<file path="config.mk">
export PLATFORM = sky130hd
export DESIGN_NAME = tlul_xbar_3m1s
export DESIGN_NICKNAME = d
export VERILOG_FILES = /design/src/rtl/tlul_pkg.sv /design/src/rtl/tlul_rr_arbiter.sv /design/src/rtl/tlul_xbar_3m1s.sv
export SDC_FILE = /design/constraint.sdc
export NUM_CORES = 1
export LEC_CHECK = 0
export ABC_CLOCK_PERIOD_IN_PS = 4600
export BUFFER_PORTS_ARGS = -buffer_cell sky130_fd_sc_hd__buf_2
export CORE_AREA = 2 2 203 205
export CTS_CLUSTER_DIAMETER = 60
export DETAILED_ROUTE_END_ITERATION = 6
export DIE_AREA = 0 0 205 207
export PLACE_DENSITY_LB_ADDON = 0.25
export RECOVER_POWER = 100
export SYNTH_ARGS = -nofsm -noshare
export SYNTH_HDL_FRONTEND = slang
export SYNTH_HIERARCHICAL = 1
export SYNTH_SLANG_ARGS = --single-unit
</file>
<file path="constraint.sdc">
create_clock -name clk_100 -period 4.6 [get_ports clk_100]
set_input_delay 0.46 -clock clk_100 [delete_from_list [all_inputs] [get_ports clk_100]]
set_output_delay 0.46 -clock clk_100 [all_outputs]
set_load 0.02 [all_outputs]
</file>
<file path="src/rtl/tlul_pkg.sv">
// Shared TileLink-UL opcodes, crossbar constants and small index helpers.
package tlul_pkg;

  localparam int unsigned N_MASTERS = 3;
  localparam int unsigned MIW       = 2;

  typedef enum logic [2:0] {
    PUT_FULL    = 3'd0,
    PUT_PARTIAL = 3'd1,
    GET         = 3'd4
  } tl_a_op_e;

  typedef enum logic [2:0] {
    ACCESS_ACK      = 3'd0,
    ACCESS_ACK_DATA = 3'd1
  } tl_d_op_e;

  function automatic logic [2:0] err_d_opcode(logic [2:0] a_op);
    logic [2:0] d_op;
    d_op = (a_op == GET) ? ACCESS_ACK_DATA : ACCESS_ACK;
    return d_op;
  endfunction

  function automatic logic [1:0] inc_mod3(logic [1:0] v);
    return (v == 2'd2) ? 2'd0 : v + 2'd1;
  endfunction

  function automatic logic [1:0] onehot3_idx(logic [2:0] oh);
    logic [1:0] idx;
    idx = 2'd0;
    if (oh[1]) idx = 2'd1;
    if (oh[2]) idx = 2'd2;
    return idx;
  endfunction

endpackage

</file>
<file path="src/rtl/tlul_rr_arbiter.sv">
// Three-requester arbiter with one-hot grant; round-robin when TLUL_XBAR_RR_ARB_EN is
// defined, fixed priority (0 > 1 > 2) otherwise. A stalled grant is held until it advances.
module tlul_rr_arbiter
  import tlul_pkg::*;
(
  input  logic       i_clk,
  input  logic       i_rst_n,
  input  logic [2:0] i_req,
  input  logic       i_advance,
  output logic [2:0] o_gnt
);

  logic       r_lock;
  logic [2:0] r_lock_gnt;
  logic [2:0] w_pick;

`ifdef TLUL_XBAR_RR_ARB_EN
  logic [1:0] r_ptr;
  logic [1:0] w_i0, w_i1, w_i2;

  always_comb begin
    w_i0   = r_ptr;
    w_i1   = inc_mod3(w_i0);
    w_i2   = inc_mod3(w_i1);
    w_pick = 3'b000;
    if (i_req[w_i0])      w_pick[w_i0] = 1'b1;
    else if (i_req[w_i1]) w_pick[w_i1] = 1'b1;
    else if (i_req[w_i2]) w_pick[w_i2] = 1'b1;
  end

  always_ff @(posedge i_clk) begin
    if (!i_rst_n)       r_ptr <= 2'd0;
    else if (i_advance) r_ptr <= inc_mod3(onehot3_idx(o_gnt));
  end
`else
  always_comb begin
    w_pick = 3'b000;
    if (i_req[0])      w_pick = 3'b001;
    else if (i_req[1]) w_pick = 3'b010;
    else if (i_req[2]) w_pick = 3'b100;
  end
`endif

  // A request left waiting keeps its grant even if a higher-ranked master shows up.
  assign o_gnt = (r_lock && |(i_req & r_lock_gnt)) ? r_lock_gnt : w_pick;

  always_ff @(posedge i_clk) begin
    if (!i_rst_n) begin
      r_lock     <= 1'b0;
      r_lock_gnt <= 3'b000;
    end else if (i_advance) begin
      r_lock     <= 1'b0;
    end else begin
      r_lock     <= |o_gnt;
      r_lock_gnt <= o_gnt;
    end
  end

endmodule

</file>
<file path="src/rtl/tlul_xbar_3m1s.sv">
// 3-master to 1-slave TL-UL crossbar with local error responder for out-of-window requests.
// Arbitration mode selected by macro TLUL_XBAR_RR_ARB_EN (round-robin) / fixed priority.
module tlul_xbar_3m1s
  import tlul_pkg::*;
#(
  parameter int unsigned ADDR_WIDTH   = 32,
  parameter logic [ADDR_WIDTH-1:0] SLAVE_BASE = 32'h0000_0000,
  parameter logic [ADDR_WIDTH-1:0] SLAVE_MASK = 32'hFFFF_F000,
  parameter int unsigned DATA_WIDTH   = 32,
  parameter int unsigned MASK_WIDTH   = DATA_WIDTH / 8,
  parameter int unsigned SIZE_WIDTH   = 3,
  parameter int unsigned SRC_WIDTH    = 2,
  parameter int unsigned SINK_WIDTH   = 1,
  parameter int unsigned OPCODE_WIDTH = 3,
  parameter int unsigned PARAM_WIDTH  = 3
) (
  input  logic                      clk_100,
  input  logic                      reset,
  input  logic [2:0]                master_a_valid,
  output logic [2:0]                master_a_ready,
  input  logic [3*OPCODE_WIDTH-1:0] master_a_opcode,
  input  logic [3*PARAM_WIDTH-1:0]  master_a_param,
  input  logic [3*SIZE_WIDTH-1:0]   master_a_size,
  input  logic [3*SRC_WIDTH-1:0]    master_a_source,
  input  logic [3*ADDR_WIDTH-1:0]   master_a_address,
  input  logic [3*MASK_WIDTH-1:0]   master_a_mask,
  input  logic [3*DATA_WIDTH-1:0]   master_a_data,
  output logic [2:0]                master_d_valid,
  input  logic [2:0]                master_d_ready,
  output logic [3*OPCODE_WIDTH-1:0] master_d_opcode,
  output logic [3*PARAM_WIDTH-1:0]  master_d_param,
  output logic [3*SIZE_WIDTH-1:0]   master_d_size,
  output logic [3*SRC_WIDTH-1:0]    master_d_source,
  output logic [3*SINK_WIDTH-1:0]   master_d_sink,
  output logic [3*DATA_WIDTH-1:0]   master_d_data,
  output logic [2:0]                master_d_error,
  output logic                      slave_a_valid,
  input  logic                      slave_a_ready,
  output logic [OPCODE_WIDTH-1:0]   slave_a_opcode,
  output logic [PARAM_WIDTH-1:0]    slave_a_param,
  output logic [SIZE_WIDTH-1:0]     slave_a_size,
  output logic [SRC_WIDTH+1:0]      slave_a_source,
  output logic [ADDR_WIDTH-1:0]     slave_a_address,
  output logic [MASK_WIDTH-1:0]     slave_a_mask,
  output logic [DATA_WIDTH-1:0]     slave_a_data,
  input  logic                      slave_d_valid,
  output logic                      slave_d_ready,
  input  logic [OPCODE_WIDTH-1:0]   slave_d_opcode,
  input  logic [PARAM_WIDTH-1:0]    slave_d_param,
  input  logic [SIZE_WIDTH-1:0]     slave_d_size,
  input  logic [SRC_WIDTH+1:0]      slave_d_source,
  input  logic [SINK_WIDTH-1:0]     slave_d_sink,
  input  logic [DATA_WIDTH-1:0]     slave_d_data,
  input  logic                      slave_d_error
);

  logic [2:0]              w_gnt;
  logic [1:0]              w_g;
  logic                    w_req_vld, w_hit, w_a_fire, w_err_fire;
  logic [OPCODE_WIDTH-1:0] w_a_opcode;
  logic [SIZE_WIDTH-1:0]   w_a_size;
  logic [SRC_WIDTH-1:0]    w_a_source;
  logic [1:0]              w_t;

  logic                    r_err_vld;
  logic [1:0]              r_err_idx;
  logic [OPCODE_WIDTH-1:0] r_err_op;
  logic [SIZE_WIDTH-1:0]   r_err_size;
  logic [SRC_WIDTH-1:0]    r_err_src;

  tlul_rr_arbiter u_arb (
    .i_clk     (clk_100),
    .i_rst_n   (reset),
    .i_req     (master_a_valid),
    .i_advance (w_a_fire),
    .o_gnt     (w_gnt)
  );

  always_comb begin
    w_g             = 2'd0;
    w_a_opcode      = '0;
    w_a_size        = '0;
    w_a_source      = '0;
    slave_a_param   = '0;
    slave_a_address = '0;
    slave_a_mask    = '0;
    slave_a_data    = '0;
    for (int i = 0; i < 3; i++) begin
      if (w_gnt[i]) begin
        w_g             = 2'(i);
        w_a_opcode      = master_a_opcode[i*OPCODE_WIDTH +: OPCODE_WIDTH];
        w_a_size        = master_a_size[i*SIZE_WIDTH +: SIZE_WIDTH];
        w_a_source      = master_a_source[i*SRC_WIDTH +: SRC_WIDTH];
        slave_a_param   = master_a_param[i*PARAM_WIDTH +: PARAM_WIDTH];
        slave_a_address = master_a_address[i*ADDR_WIDTH +: ADDR_WIDTH];
        slave_a_mask    = master_a_mask[i*MASK_WIDTH +: MASK_WIDTH];
        slave_a_data    = master_a_data[i*DATA_WIDTH +: DATA_WIDTH];
      end
    end
  end

  assign w_req_vld      = reset && (|w_gnt);
  assign w_hit          = (slave_a_address & SLAVE_MASK) == SLAVE_BASE;
  assign w_a_fire       = w_req_vld && (w_hit ? slave_a_ready : !r_err_vld);
  assign slave_a_valid  = w_req_vld && w_hit;
  assign slave_a_opcode = w_a_opcode;
  assign slave_a_size   = w_a_size;
  assign slave_a_source = {w_g, w_a_source};
  assign master_a_ready = w_a_fire ? w_gnt : 3'b000;

  assign w_t = slave_d_source[SRC_WIDTH +: 2];

  always_comb begin
    master_d_valid  = '0;
    master_d_opcode = '0;
    master_d_param  = '0;
    master_d_size   = '0;
    master_d_source = '0;
    master_d_sink   = '0;
    master_d_data   = '0;
    master_d_error  = '0;
    w_err_fire      = 1'b0;
    unique case (w_t)
      2'd0:    slave_d_ready = reset && master_d_ready[0];
      2'd1:    slave_d_ready = reset && master_d_ready[1];
      2'd2:    slave_d_ready = reset && master_d_ready[2];
      default: slave_d_ready = reset;
    endcase
    for (int i = 0; i < 3; i++) begin
      // Slave beats win; the error slot only drives a master the slave is not targeting.
      if (reset && slave_d_valid && w_t == 2'(i)) begin
        master_d_valid[i]                                = 1'b1;
        master_d_opcode[i*OPCODE_WIDTH +: OPCODE_WIDTH] = slave_d_opcode;
        master_d_param[i*PARAM_WIDTH +: PARAM_WIDTH]    = slave_d_param;
        master_d_size[i*SIZE_WIDTH +: SIZE_WIDTH]       = slave_d_size;
        master_d_source[i*SRC_WIDTH +: SRC_WIDTH]       = slave_d_source[SRC_WIDTH-1:0];
        master_d_sink[i*SINK_WIDTH +: SINK_WIDTH]       = slave_d_sink;
        master_d_data[i*DATA_WIDTH +: DATA_WIDTH]       = slave_d_data;
        master_d_error[i]                               = slave_d_error;
      end else if (reset && r_err_vld && r_err_idx == 2'(i)) begin
        master_d_valid[i]                                = 1'b1;
        master_d_opcode[i*OPCODE_WIDTH +: OPCODE_WIDTH] = r_err_op;
        master_d_size[i*SIZE_WIDTH +: SIZE_WIDTH]       = r_err_size;
        master_d_source[i*SRC_WIDTH +: SRC_WIDTH]       = r_err_src;
        master_d_error[i]                               = 1'b1;
        w_err_fire                                      = master_d_ready[i];
      end
    end
  end

  always_ff @(posedge clk_100) begin
    if (!reset) begin
      r_err_vld  <= 1'b0;
      r_err_idx  <= 2'd0;
      r_err_op   <= '0;
      r_err_size <= '0;
      r_err_src  <= '0;
    end else if (w_err_fire) begin
      r_err_vld  <= 1'b0;
    end else if (w_a_fire && !w_hit) begin
      r_err_vld  <= 1'b1;
      r_err_idx  <= w_g;
      r_err_op   <= OPCODE_WIDTH'(err_d_opcode(3'(w_a_opcode)));
      r_err_size <= w_a_size;
      r_err_src  <= w_a_source;
    end
  end

endmodule

</file>
# Word level (Yosys, flattened, before mapping)
# Index checks and enable logic that the tools add are counted.
dict set report word_totals {
  wordCells 114
  register_bits 15
  output_inout_bits 224
  in_bits 294
}
dict set report classes {
  n_eq_ne 5
  muxes 73
  n_reduce_logical 26
  bitwise 3
}
# cell count
set op_table {}
lappend op_table {{2-to-1 mux 32 bit} 9}
lappend op_table {{2-to-1 mux 3 bit} 29}
lappend op_table {{logical NOT 32 bit} 1}
lappend op_table {{2-to-1 mux 1 bit} 21}
lappend op_table {{2-to-1 mux 2 bit} 10}
lappend op_table {{logical AND 1 bit} 16}
lappend op_table {{2-to-1 mux 4 bit} 3}
lappend op_table {{OR reduction 3 bit} 2}
lappend op_table {{== test 2 x 1 -> 1 bit, second input constant} 2}
lappend op_table {{== test 2 bit, second input constant} 2}
lappend op_table {{logical NOT 2 bit} 2}
lappend op_table {{OR reduction 2 bit} 2}
lappend op_table {{AND 3 bit} 1}
lappend op_table {{== test 3 bit, second input constant} 1}
lappend op_table {{case mux 1 bit (3 select lines)} 1}
lappend op_table {{logical NOT 1 bit} 2}
lappend op_table {{inverter 1 bit} 2}
lappend op_table {{AND reduction 2 bit} 1}

# Longest topological paths before layout
dict set report logic_depth {
  ltp_word 12
  depth_mapped 15
  ltp_nobuf 12
}

# Modules after synthesis
# Netlist, hierarchy kept.
# module area_each_um2 instances cells_each seq_area_each_um2
set modules_own_cells {}
lappend modules_own_cells {tlul_xbar_3m1s 3229.3 1 519 180.2}
lappend modules_own_cells {tlul_rr_arbiter 326.6 1 38 80.1}

# Least setup slack after synthesis
# Ideal clock, no wire load.
dict set report synth_path {
  kind {in2reg}
  startpoint {in master_a_valid[0]}
  endpoint {reg u_arb.r_lock_gnt[2]}
  n_path_buf 2
  setup_ns 0.115
  slack_ns 1.103
  t_required_ns 4.485
  cell_stages 14
  arrival_ns 3.382
  path_cell_list {a222oi_1 > nor2_1 > a21o_1 > buf_6 > inv_2 > buf_2 > a31oi_1 > nor4_1 > nand2_1 > or2_1 > a211oi_1 > a21oi_1 > a22o_2 > o21a_1}
}
dict set report synth_between {
  elab_chain_len 10
  word_cells_on_any_way 13
  cone_classes {6 x mux; 1 x bitwise; 6 x reduce/logical}
}
# item line_no
set synth_rtl {}
lappend synth_rtl {{from (decl)} tlul_xbar_3m1s.sv:19} ;# input logic [2:0] master_a_valid,
lappend synth_rtl {{AND 3 bit} tlul_rr_arbiter.sv:45} ;# assign o_gnt = (r_lock && |(i_req & r_lock_gnt)) ? r_lock_gnt : w_pick;
lappend synth_rtl {{OR reduction 3 bit} tlul_rr_arbiter.sv:45}
lappend synth_rtl {{logical AND 1 bit} tlul_rr_arbiter.sv:45}
lappend synth_rtl {{2-to-1 mux 3 bit *} tlul_rr_arbiter.sv:45}
lappend synth_rtl {{2-to-1 mux 32 bit (2 in a row)} tlul_xbar_3m1s.sv:89} ;# if (w_gnt[i]) begin
lappend synth_rtl {{2-to-1 mux 32 bit *} tlul_xbar_3m1s.sv:89}
lappend synth_rtl {{via slave_a_address[17]} tlul_xbar_3m1s.sv:43} ;# output logic [ADDR_WIDTH-1:0] slave_a_address,
lappend synth_rtl {{logical NOT 32 bit *} tlul_xbar_3m1s.sv:103} ;# assign w_hit = (slave_a_address & SLAVE_MASK) == SLAVE_BASE;
lappend synth_rtl {{2-to-1 mux 1 bit *} tlul_xbar_3m1s.sv:104} ;# assign w_a_fire = w_req_vld && (w_hit ? slave_a_ready : !r_err_vld);
lappend synth_rtl {{logical AND 1 bit *} tlul_xbar_3m1s.sv:104}
lappend synth_rtl {{via w_a_fire} tlul_xbar_3m1s.sv:59} ;# logic w_req_vld, w_hit, w_a_fire, w_err_fire;
lappend synth_rtl {{to (signal assigned)} tlul_rr_arbiter.sv:55} ;# r_lock_gnt <= o_gnt;
lappend synth_rtl {{to (decl)} tlul_rr_arbiter.sv:14} ;# logic [2:0] r_lock_gnt;
# Mark *: on every way through the listed nets, which the timed path passes. The rest lies on a longest branch.
# A chain may end at the register's enable or synchronous reset.

# Worst setup path in the final report
dict set report layout_path {
  startpoint {in reset}
  endpoint {out master_d_source[0]}
}
dict set report layout_between {
  elab_chain_len 4
  word_cells_on_any_way 6
  cone_classes {2 x mux; 4 x reduce/logical}
}
# item line_no
set layout_rtl {}
lappend layout_rtl {{from (decl)} tlul_xbar_3m1s.sv:18} ;# input logic reset,
lappend layout_rtl {{logical AND 1 bit (2 in a row)} tlul_xbar_3m1s.sv:140} ;# end else if (reset && r_err_vld && r_err_idx == 2'(i)) begin
lappend layout_rtl {{2-to-1 mux 2 bit} tlul_xbar_3m1s.sv:140}
lappend layout_rtl {{2-to-1 mux 2 bit *} tlul_xbar_3m1s.sv:131} ;# if (reset && slave_d_valid && w_t == 2'(i)) begin
lappend layout_rtl {{to (decl)} tlul_xbar_3m1s.sv:33} ;# output logic [3*SRC_WIDTH-1:0] master_d_source,
# Mark *: on every way between the ends. The rest lies on a longest branch, timed or not.

==> results.py <==
metrics = {
    "run_status": {
        "status": "complete, but fails checks",
        "violations": "capacitance limit, slew limit",
    },
    "critical_path": {
        "r2r_start": "u_arb/r_lock",
        "cp-start-kind": "input port",
        "worstReg2RegEnd": "u_arb/r_lock_gnt[2]",
        "ff2ff_path_depth": 11,
        "path_max_fanout": 46,
        "cp-end-kind": "primary output",
        "endpoint": "master_d_source[0]",
        "arrival_ps": 3800,
        "worstSetupPathType": "in2out",
        "r2r_setup_slack_ps": 610,
        "critPathRequiredTime_ps": 4140,
        "worstSetupStartpoint": "reset",
    },
    "cts": {
        "h-tree-depth": 1,
        "cts_root_buf": "clkbuf_16",
        "ctsLongestPathBuffers": 2,
        "tritoncts": "yes",
        "ctsResizeCount": 0,
        "clk_pin_slew_ps": 50,
        "ctsHoldBuffers": 0,
        "postCtsSetupBuffers": 0,
        "clock-sinks": 13,
        "clk-insertion-delay-late_ps": 250,
        "numCtsBuffers": 3,
    },
    "synth": {
        "synth.area.top_cells": "and2_1 20%, a22oi_1 12%, nand2_1 9.5%, o21ai_0 8.6%, dfxtp_1 7.3%",
        "synth_warnings": 6,
        "synth_area_sq_um": 3556,
        "synth_nets": 855,
        "ys_ff_latch": 13,
        "ys_types": 50,
        "syn_inst": 557,
        "yosys.area.top_type": "and2_1",
        "ys_seq_area_share_pct": 7.319,
        "syn_avg_cell_area_sq_um": 6.384,
        "synth_top_area_share_pct": 20.23,
    },
    "timing": {
        "tns_ps": 0,
        "fmax_mhz": 234.7,
        "tightestPinTransition_ps": 1787,
        "rsz0062_at_grt": "false",
        "relSlewSlack_pct": -19.13,
        "finClkSkew_ps": 3.937,
        "drv_slew": 173,
        "hold_violations": 0,
        "post-route-period-util_pct": 92.61,
        "setup_viol_count_final": 0,
        "period_needed_ps": 4260,
        "fin_ws_ps": 340.0,
    },
    "cells_and_area": {
        "drive_gt1_share_pct": 37.98,
        "fin_nets": 1331,
        "area_growth_pct": 82.93,
        "final_common_cell": "buf_2",
        "final_cell_mix": "365 x buf_2, 153 x clkbuf_1, 90 x nand2_1",
    },
    "run": {
        "maxCapViolCount": 4,
    },
    "detailed_routing": {
        "ant_nets": 0,
        "drc": 0,
        "wirelength_um": 25690,
        "drtIter0Drc": 225,
        "via_per_inst": 3.846,
        "avgRoutedWirePerCell_um": 16.40,
        "vias": 6023,
        "dr.pass1.iters": 5,
    },
    "global_routing": {
        "grt.overflow.total": 0,
        "grt_pass1_wl_um": 35390,
        "first_global_vias": 5848,
        "grt_max_degree": 85,
        "grt_antenna_before_repair": 7,
        "track_usage_pct": 11.11,
    },
    "power": {
        "p_sw_share_pct": 50.96,
        "peakVddDrop_mv": 0.06599,
        "p_clk_share_pct": 17.7,
        "p_int_mw": 0.4753,
        "leakagePower_nw": 3.010,
        "seq_power_share_pct": 13.9,
        "p_sw_mw": 0.4939,
        "pwr_density_cell_nw_per_um2": 149.0,
        "p_comb_share_pct": 68.3,
    },
    "place": {
        "dp_slack_ps": 525.1,
        "gp_congestion": 0.8133,
        "portBuffers": 517,
        "hpwl_um": 22240,
    },
    "floorplan": {
        "dieArea_sq_um": 42440,
        "io_pins": 518,
        "initial_core_util_pct": 8.809,
        "coreArea_sq_um": 40370,
        "fp.dieW_um": 205,
        "die_h_um": 207,
        "rows": 74,
    },
    "hold_path": {
        "hold_class": "in2reg",
    },
}
[power groups by stage]
stage / Combinational, mW / Clock (mW) / Sequential [mW]
3_3_place_gp: 0.696 / 0 / 0.137
2_1_floorplan: 0.364 / 0 / 0.130
6_report: 0.662 / 0.172 / 0.135
5_1_grt: 0.719 / 0.185 / 0.137
3_5_place_dp: 0.700 / 0 / 0.138
4_1_cts: 0.702 / 0.183 / 0.135
[worst min-delay path by stage]
stage,start,depth (start not counted),endpoint
2_1_floorplan,r_err_idx[1],2,r_err_idx[1]
3_3_place_gp,r_err_src[0],2,r_err_src[0]
3_5_place_dp,r_err_idx[1],2,r_err_idx[1]
4_1_cts,master_d_ready[1],2,r_err_vld
5_1_grt,master_d_ready[1],2,r_err_vld
6_report,master_d_ready[1],2,r_err_vld
[registers in the layout, summed over array words and instances, names as in the netlist]
register and flops:
u_arb/r_lock 1, r_err_size 3, r_err_op 1, r_err_vld 1, r_err_src 2, r_err_idx 2
u_arb/r_lock_gnt 3
[cell families (layout without fill, tap and decap cells)]
family	count (synthesis)	after routing	share of synthesized area, %
buf+inv	62	537	8.057
simple gates	265	265	41.13
fa+ha+maj	4	4	1.408
mux	10	10	2.991
other cells	0	2	0
compound gates	203	203	39.09
flops	13	13	7.319
[layout make-up]
| type | instances | area, sq um |
|---|---|---|
| clock buffer | 3 | 75.07 |
| multi-input combinational | 482 | 3014 |
| timing repair buffer | 528 | 2461 |
| tap | 532 | 665.6 |
| sequential | 13 | 260.3 |
| clock inverter | 1 | 5.005 |
| inverter | 5 | 18.77 |
| fill | 4820 | 33860 |
| antenna | 2 | 5.005 |
[metrics by stage]
stage / hold WS, ps / utilization [%] / instances / total power [mW] / instance area, sq um
floorplan: 460.8 / - / 557 / 0.4942 / 3556
global placement: 485.1 / 16.51 / 1560 / 0.8332 / 6665
detailed placement: 519.8 / 16.51 / 1560 / 0.8379 / 6665
CTS: 468.1 / 16.71 / 1564 / 1.020 / 6745
global route: 465.9 / 16.11 / 1565 / 1.042 / 6502
finish: 464.3 / 16.11 / 1566 / 0.9692 / 6505
[cell usage after synthesis (all sizes together)]
library cell and number:
a211oi 4, a21boi 1, a21o 5, a21oi 21, a221oi 2, a222oi 1
a22o 20, a22oi 58, a2bb2oi 16, a31oi 5, a41oi 1, and2 115
and3 4, buf 22, clkbuf 35, dfxtp 13, ha 4, inv 5
mux2 2, mux2i 8, nand2 90, nand2b 6, nand3 2, nand3b 20
nand4b 2, nor2 10, nor2b 6, nor3 1, nor3b 1, nor4 5
o211a 1, o211ai 1, o21a 2, o21ai 61, o22ai 1, o31a 1
o31ai 1, o32ai 1, or2 1, or3 1, or3b 1
[per-layer routing]
layer  global-route usage [%]  routed length, um  vias up
met5                        0                 55        -
met2                    22.15              13640      348
met4                    5.036                900        8
met3                    2.061               2044       35
met1                    10.82               9045     2684
li1                         -                  -     2948
[worst max-delay path: stages]
cell      delay, ps
clkbuf_1       1080
and3_1          330
clkbuf_1       1290
a22o_1          320
clkbuf_1        250
No activity file was read; power rests on OpenSTA's default activity.
